==> src/rtl/cdb_arbiter_if.sv <==
// ---------------------------------------------------------------------------
// cdb_arbiter_if
// Bundle of the request/grant signals between the functional-unit output
// buffers and the common-data-bus arbiter.
//
// Signals:
//   request      : bit i = not_empty of output buffer i
//   bus_stall    : CDB consumers cannot accept a broadcast this cycle
//   permit       : one-hot (or zero) data_bus_permit, combinational
//   bus_valid    : CDB carries a valid broadcast this cycle
//   grant_idx    : index of the set permit bit, 0 when idle
//   rr_ptr       : current round-robin priority pointer (debug)
//   grant_count  : grants since reset, wraps at 2^16
//   starve_alarm : sticky starvation diagnostic
//
// Modports:
//   master : the buffer side (drives request/bus_stall)
//   slave  : the arbiter side (drives grants and status)
// ---------------------------------------------------------------------------
interface cdb_arbiter_if #(
  parameter int N_REQ     = 4,
  parameter int IDX_WIDTH = $clog2(N_REQ)
) ();
  logic [N_REQ-1:0]     request;
  logic                 bus_stall;
  logic [N_REQ-1:0]     permit;
  logic                 bus_valid;
  logic [IDX_WIDTH-1:0] grant_idx;
  logic [IDX_WIDTH-1:0] rr_ptr;
  logic [15:0]          grant_count;
  logic                 starve_alarm;

  modport master (
    output request, bus_stall,
    input  permit, bus_valid, grant_idx, rr_ptr, grant_count, starve_alarm
  );

  modport slave (
    input  request, bus_stall,
    output permit, bus_valid, grant_idx, rr_ptr, grant_count, starve_alarm
  );
endinterface

==> src/rtl/cdb_arbiter.sv <==
// ---------------------------------------------------------------------------
// cdb_arbiter
// Round-robin arbiter for the common data bus. Each functional-unit output
// buffer raises its not_empty flag on request[i]; the arbiter returns a
// combinational one-hot permit so exactly one buffer drives the CDB in the
// same cycle. The buffer pops on the next rising edge and the priority
// pointer moves to one past the winner on that same edge.
//
// Ports:
//   clk   : system clock, rising edge
//   reset : asynchronous, active-high; also forces permit to zero at once
//   bus   : cdb_arbiter_if.slave (request, bus_stall in; permit, bus_valid,
//           grant_idx, rr_ptr, grant_count, starve_alarm out)
//
// Optional feature (macro CDB_ARB_STARVE_MON_EN):
//   Defined   : per-requester saturating wait counters drive a sticky
//               starve_alarm once any requester has waited STARVE_LIMIT
//               cycles. Diagnostic only, grant selection is unaffected.
//   Undefined : no counters; starve_alarm is constant 0.
// ---------------------------------------------------------------------------
module cdb_arbiter #(
  parameter int N_REQ        = 4,
  parameter int IDX_WIDTH    = $clog2(N_REQ),
  parameter int STARVE_LIMIT = 8,
  parameter int CNT_WIDTH    = 4
) (
  input  logic         clk,
  input  logic         reset,
  cdb_arbiter_if.slave bus
);

  // Elaboration-time legality checks on the configuration.
  if ((N_REQ < 2) || (N_REQ > 16)) begin : g_bad_nreq
    $error("cdb_arbiter: N_REQ must be within 2..16");
  end
  if (((2 ** CNT_WIDTH) - 1) < STARVE_LIMIT) begin : g_bad_cnt
    $error("cdb_arbiter: CNT_WIDTH too narrow for STARVE_LIMIT");
  end

  // One extra bit so ptr + offset never overflows before the wrap compare.
  localparam logic [IDX_WIDTH:0]   N_REQ_W  = (IDX_WIDTH + 1)'(N_REQ);
  localparam logic [IDX_WIDTH-1:0] LAST_IDX = IDX_WIDTH'(N_REQ - 1);

  logic [IDX_WIDTH-1:0] rr_ptr_q, rr_ptr_d;
  logic [15:0]          grant_count_q, grant_count_d;
  logic                 starve_alarm_q, starve_alarm_d;

  logic [N_REQ-1:0]     permit_s;
  logic [IDX_WIDTH-1:0] grant_idx_s;
  logic                 bus_valid_s;
  logic                 found_s;
  logic [IDX_WIDTH:0]   sum_s;
  logic [IDX_WIDTH-1:0] cand_s;

  // Rotating priority scan starting at rr_ptr; reset and stall force idle.
  always_comb begin
    permit_s    = '0;
    grant_idx_s = '0;
    found_s     = 1'b0;
    sum_s       = '0;
    cand_s      = '0;
    if (!reset && !bus.bus_stall) begin
      for (int off = 0; off < N_REQ; off++) begin
        sum_s = {1'b0, rr_ptr_q} + (IDX_WIDTH + 1)'(off);
        // Explicit wrap keeps non-power-of-2 N_REQ correct.
        if (sum_s >= N_REQ_W) begin
          sum_s = sum_s - N_REQ_W;
        end else begin
          sum_s = sum_s;
        end
        cand_s = sum_s[IDX_WIDTH-1:0];
        if (!found_s && bus.request[cand_s]) begin
          found_s          = 1'b1;
          permit_s[cand_s] = 1'b1;
          grant_idx_s      = cand_s;
        end else begin
          found_s = found_s;
        end
      end
    end else begin
      permit_s = '0;
    end
  end

  assign bus_valid_s = |permit_s;

  // Next pointer and grant counter; both move only on a granted cycle.
  always_comb begin
    rr_ptr_d      = rr_ptr_q;
    grant_count_d = grant_count_q;
    if (bus_valid_s) begin
      rr_ptr_d      = (grant_idx_s == LAST_IDX) ? '0 : (grant_idx_s + IDX_WIDTH'(1));
      grant_count_d = grant_count_q + 16'd1;
    end else begin
      rr_ptr_d      = rr_ptr_q;
      grant_count_d = grant_count_q;
    end
  end

`ifdef CDB_ARB_STARVE_MON_EN
  localparam logic [CNT_WIDTH-1:0] STARVE_LIMIT_W = CNT_WIDTH'(STARVE_LIMIT);

  logic [CNT_WIDTH-1:0] wc_q [N_REQ];
  logic [CNT_WIDTH-1:0] wc_d [N_REQ];

  // Wait counters count cycles spent requesting without a permit; stalls count too.
  always_comb begin
    starve_alarm_d = starve_alarm_q;
    for (int i = 0; i < N_REQ; i++) begin
      wc_d[i] = '0;
      if (bus.request[i] && !permit_s[i]) begin
        if (wc_q[i] != {CNT_WIDTH{1'b1}}) begin
          wc_d[i] = wc_q[i] + CNT_WIDTH'(1);
        end else begin
          wc_d[i] = wc_q[i];
        end
      end else begin
        wc_d[i] = '0;
      end
      if (wc_d[i] >= STARVE_LIMIT_W) begin
        starve_alarm_d = 1'b1;
      end else begin
        starve_alarm_d = starve_alarm_d;
      end
    end
  end

  // Wait-counter state.
  always_ff @(posedge clk or posedge reset) begin
    if (reset) begin
      wc_q <= '{default: '0};
    end else begin
      wc_q <= wc_d;
    end
  end
`else
  // Monitor absent: alarm stays low.
  always_comb begin
    starve_alarm_d = 1'b0;
  end
`endif

  // Architectural state: pointer, grant counter, sticky alarm.
  always_ff @(posedge clk or posedge reset) begin
    if (reset) begin
      rr_ptr_q       <= '0;
      grant_count_q  <= 16'd0;
      starve_alarm_q <= 1'b0;
    end else begin
      rr_ptr_q       <= rr_ptr_d;
      grant_count_q  <= grant_count_d;
      starve_alarm_q <= starve_alarm_d;
    end
  end

  assign bus.permit       = permit_s;
  assign bus.bus_valid    = bus_valid_s;
  assign bus.grant_idx    = grant_idx_s;
  assign bus.rr_ptr       = rr_ptr_q;
  assign bus.grant_count  = grant_count_q;
  assign bus.starve_alarm = starve_alarm_q;

endmodule
==> src/flat_wrapper.sv <==
// flat-port wrapper written by rule: the top's interface ports become plain ports
module cdb_arbiter_flat 
#(
  parameter int N_REQ        = 4,
  parameter int IDX_WIDTH    = $clog2(N_REQ),
  parameter int STARVE_LIMIT = 8,
  parameter int CNT_WIDTH    = 4
)
  (clk, reset, bus_request, bus_bus_stall, bus_permit, bus_bus_valid, bus_grant_idx, bus_rr_ptr, bus_grant_count, bus_starve_alarm);
  cdb_arbiter_if #(.N_REQ(N_REQ), .IDX_WIDTH(IDX_WIDTH)) bus_i ();
  input  logic clk;
  input  logic reset;
  input wire logic [$bits(bus_i.request)-1:0] bus_request;
  input wire logic [$bits(bus_i.bus_stall)-1:0] bus_bus_stall;
  output wire logic [$bits(bus_i.permit)-1:0] bus_permit;
  output wire logic [$bits(bus_i.bus_valid)-1:0] bus_bus_valid;
  output wire logic [$bits(bus_i.grant_idx)-1:0] bus_grant_idx;
  output wire logic [$bits(bus_i.rr_ptr)-1:0] bus_rr_ptr;
  output wire logic [$bits(bus_i.grant_count)-1:0] bus_grant_count;
  output wire logic [$bits(bus_i.starve_alarm)-1:0] bus_starve_alarm;
  assign bus_i.request = bus_request;
  assign bus_i.bus_stall = bus_bus_stall;
  assign bus_permit = bus_i.permit;
  assign bus_bus_valid = bus_i.bus_valid;
  assign bus_grant_idx = bus_i.grant_idx;
  assign bus_rr_ptr = bus_i.rr_ptr;
  assign bus_grant_count = bus_i.grant_count;
  assign bus_starve_alarm = bus_i.starve_alarm;
  cdb_arbiter #(.N_REQ(N_REQ), .IDX_WIDTH(IDX_WIDTH), .STARVE_LIMIT(STARVE_LIMIT), .CNT_WIDTH(CNT_WIDTH)) u_core (.clk(clk), .reset(reset), .bus(bus_i));
endmodule
==> config.mk <==
export PLATFORM = sky130hd
export DESIGN_NAME = cdb_arbiter_flat
export DESIGN_NICKNAME = d
export VERILOG_FILES = /design/src/rtl/cdb_arbiter_if.sv /design/src/rtl/cdb_arbiter.sv /design/src/flat_wrapper.sv
export SDC_FILE = /design/constraint.sdc
export NUM_CORES = 1
export LEC_CHECK = 0
export ABC_AREA = 1
export CAP_MARGIN = 10
export CORE_ASPECT_RATIO = 2
export CORE_MARGIN = 10
export CORE_UTILIZATION = 30
export CTS_CLUSTER_SIZE = 40
export DETAILED_ROUTE_END_ITERATION = 16
export PLACE_DENSITY_LB_ADDON = 0.2
export RECOVER_POWER = 50
export SLEW_MARGIN = 10
export SYNTH_ARGS = -nofsm -noshare
export SYNTH_HDL_FRONTEND = slang
export SYNTH_SLANG_ARGS = --single-unit
==> constraint.sdc <==
create_clock -name clk -period 3.2 [get_ports clk]
set_input_delay 0.8 -clock clk [delete_from_list [all_inputs] [get_ports clk]]
set_output_delay 0.8 -clock clk [all_outputs]
set_load 0.005 [all_outputs]
==> results of run 1 <==
-- cell families after synthesis --
| group | share of synthesized area |
|---|---|
| AND/OR/NAND/NOR | 0.441 |
| other | 0.00232 |
| flip-flops | 0.279 |
| adder cells (fa/ha/maj) | 0.0697 |
| buffers and inverters | 0.0922 |
| XOR/XNOR | 0.0813 |
| AO/OA/AOI/OAI | 0.0349 |
-- final timing paths --
kind                                       startpoint                    endpoint  depth (start not counted)
min                        u_core.bus.grant_count[15]  u_core.bus.grant_count[15]                          2
max                                    bus_request[3]            bus_grant_idx[1]                         14
min in group asynchronous                       reset  u_core.bus.grant_count[10]                          2
max in group asynchronous                       reset   u_core.bus.grant_count[5]                          2
min reg2reg                u_core.bus.grant_count[15]  u_core.bus.grant_count[15]                          2
max reg2reg                      u_core.bus.rr_ptr[0]   u_core.bus.grant_count[3]                         14
-- area by class of cell --
class                           count  area, sq um  area share
Multi-Input combinational cell    188         1080       0.484
Timing Repair Buffer               55          495       0.221
Sequential cell                    18          450       0.201
Inverter                           25         98.8      0.0441
Tap cell                           58         72.6      0.0323
Clock buffer                        3         41.3      0.0184
-- metrics by stage --
step / instances / worst slack (ns) / power, uW / hold slack (ns) / utilization
5_1_grt: 347 / -0.0713 / 2220 / 0.546 / 0.433
3_3_place_gp: 337 / -0.461 / 1670 / 0.509 / 0.401
2_1_floorplan: 235 / 0.405 / 1170 / 0.511 / -
4_1_cts: 345 / 0.000190 / 2010 / 0.536 / 0.424
3_5_place_dp: 337 / -0.444 / 1670 / 0.521 / 0.401
6_report: 347 / 0.0726 / 2050 / 0.526 / 0.433
-- flip-flops by register name, summed over array words and instances (netlist names) --
signal / cells
u_core.bus.grant_count: 16
u_core.bus.rr_ptr: 2
-- layer usage --
layer,share of wire,routed length [um]
met2,0.55,2700
met5,0,0
met3,0.040,197
met1,0.37,1850
met4,0.036,176
-- power groups by stage --
stage	clock [uW]	combinational (uW)	sequential [uW]
finish	159	1570	317
global route	176	1720	325
CTS	165	1520	318
detailed placement	0	1350	322
global placement	0	1350	323
floorplan	0	835	333
-- worst register-to-register path, cell delays in order (launching register included) --
cell and delay [ns]:
dfrtp_1 0.40, inv_4 0.06, ha_2 0.30, inv_1 0.12, nand3_1 0.08, nand2_1 0.11
nor2_4 0.06, a21oi_1 0.21, nand3_1 0.11, nand2_1 0.10, nand2_2 0.07, buf_4 0.14
nor2_4 0.37, nand2_1 0.10, nand2_1 0.08
-- Yosys cell counts (all sizes together), types with 3 or more instances --
| master | number |
|---|---|
| nor2 | 12 |
| nor3 | 4 |
| inv | 25 |
| buf | 5 |
| nand3 | 24 |
| a21oi | 3 |
| a21boi | 4 |
| nand2 | 105 |
| dfrtp | 18 |
| xor2 | 9 |
| ha | 9 |
| nand4 | 6 |
| xnor2 | 6 |
-- timing repair --
| action | 4_1_cts | 5_1_grt |
|---|---|---|
| pin swaps | 16 | 4 |
| setup buffers | 4 | 2 |
| gates cloned | 1 | 0 |
| setup endpoints to repair | 7 | 5 |
| gates resized for setup | 29 | 11 |
==> metrics.txt, run 1 <==
largest net degree at the start of global routing 19; clk_lat worst skew 0.25 ns; GRT busiest layer met2; post-synthesis async set-or-reset flop share 1.00; Placer Congestion 0.899; Comb power frac 0.768; clock network power share 0.077; CTS Hold Bufs 0; most common cell after layout, fill and taps aside nand2_1; max frequency 320 MHz; Synthesis Warnings 0; global-route wire length before repair 8.09 mm; number of synthesized flops with an enable pin 0; type of origin of the critical path primary input; H-tree depth 1; initial core utilization 0.312; Avg Inst Size Synth 6.87 sq um; maximum capacitance violations 0; CP required 2.40 ns; ratio of cells with drive above 1 in the final layout 0.211; placed inst area 2080 sq um; die extent in y 124 um; Reg2Reg Setup Slack 0.84 ns; post-DR vias/cell 4.86; Power Density 913 nW/um^2; sw frac 0.497; total gr overflow 0; P_sw 1020 uW; Worst Setup End Kind output port; clock skew 0.00511 ns; post-DP HPWL 3.69 mm; setup TNS 0 ns; headroom to the max-slew limit 0.506; total CTS buffers 3; outcome completed; Routed WL 4.92 mm; sequential power share 0.155; die area 8900 sq um; crit path max fanout 5; Max Buffers Root-to-Sink 2; measured slew at the worst slew-check pin 0.740 ns; routed len/inst 14.2 um; 1st-pass router iterations 4; drt drc 0; num rows 37; Netlist cell types 27; CP Buf/Inv Count 7; # port buffers 31; most used cell, CP inv_1; core area 5180 sq um; CP max-delay cell dlygate4sd2_1; Synth top area share 0.279; initial drt markers 78; Post-DRT Antenna Nets 0; min Tclk post-route 3.13 ns; final setup vio count 0; CTS sink count 18; GRT Total Usage 0.111; CTS tree yes; RSZ-0062 raised after global routing true; Post-Syn Area 1620 sq um; ANT cells 0; Hold Vio Cnt, Final 0; CP cell instances dlygate4sd2_1, inv_1, nand2_2, nand3_4, nand2_4, nor2_4, buf_6, buf_6, nand3b_1, nand2_1, inv_1, nand2_1, inv_1, dlygate4sd2_1; worst hold-check path type register to register; Leak Pwr 0.00122 uW; IO Pins 33; Pint 1030 uW; most frequent cells in the layout nand2_1, inv_1, buf_4; sequential element share of the synthesized area 0.279; Synth Register Bits 18; Die Span X 71.9 um; met2 global-route usage 0.218; M3 GR Usage 0.0191; initial antenna violation count 0; vias 1687; Main synth FF type dfrtp_1; clock slew at reported path FFs 0.07 ns; CP delay by family, top buffers and inverters; vias in the first global route 1791; Arr. time, crit path 2.33 ns; WS Path Type primary input to output port; final max-slew violation count 0; Clock Root Buffer clkbuf_8; CP max stage delay 0.26 ns; area grow syn2layout 38.9%; GR Util met1 0.104; final critical-path share of the clock period 0.977; Mapped Cells 235; FILL cells 547; Final Instance Area 2240 sq um; Worst VDD drop 0.500 mV; nets 307; Mapped Nets 251; Area contributors post-synth dfrtp_1, nand2_1, ha_1; cell taking the most area after synthesis dfrtp_1
Note: power is estimated with default switching activity, not from simulation.
==> run 2: changes to the inputs <==
--- a/config.mk
+++ b/config.mk
@@ -10,7 +10,7 @@
 export CORE_ASPECT_RATIO = 2
 export CORE_MARGIN = 10
 export CORE_UTILIZATION = 30
-export CTS_CLUSTER_SIZE = 40
+export CTS_CLUSTER_SIZE = 25
 export DETAILED_ROUTE_END_ITERATION = 16
 export PLACE_DENSITY_LB_ADDON = 0.2
 export RECOVER_POWER = 50
==> results of run 2 <==
The final DEF is identical to that of run 1; final timing and power are the same.
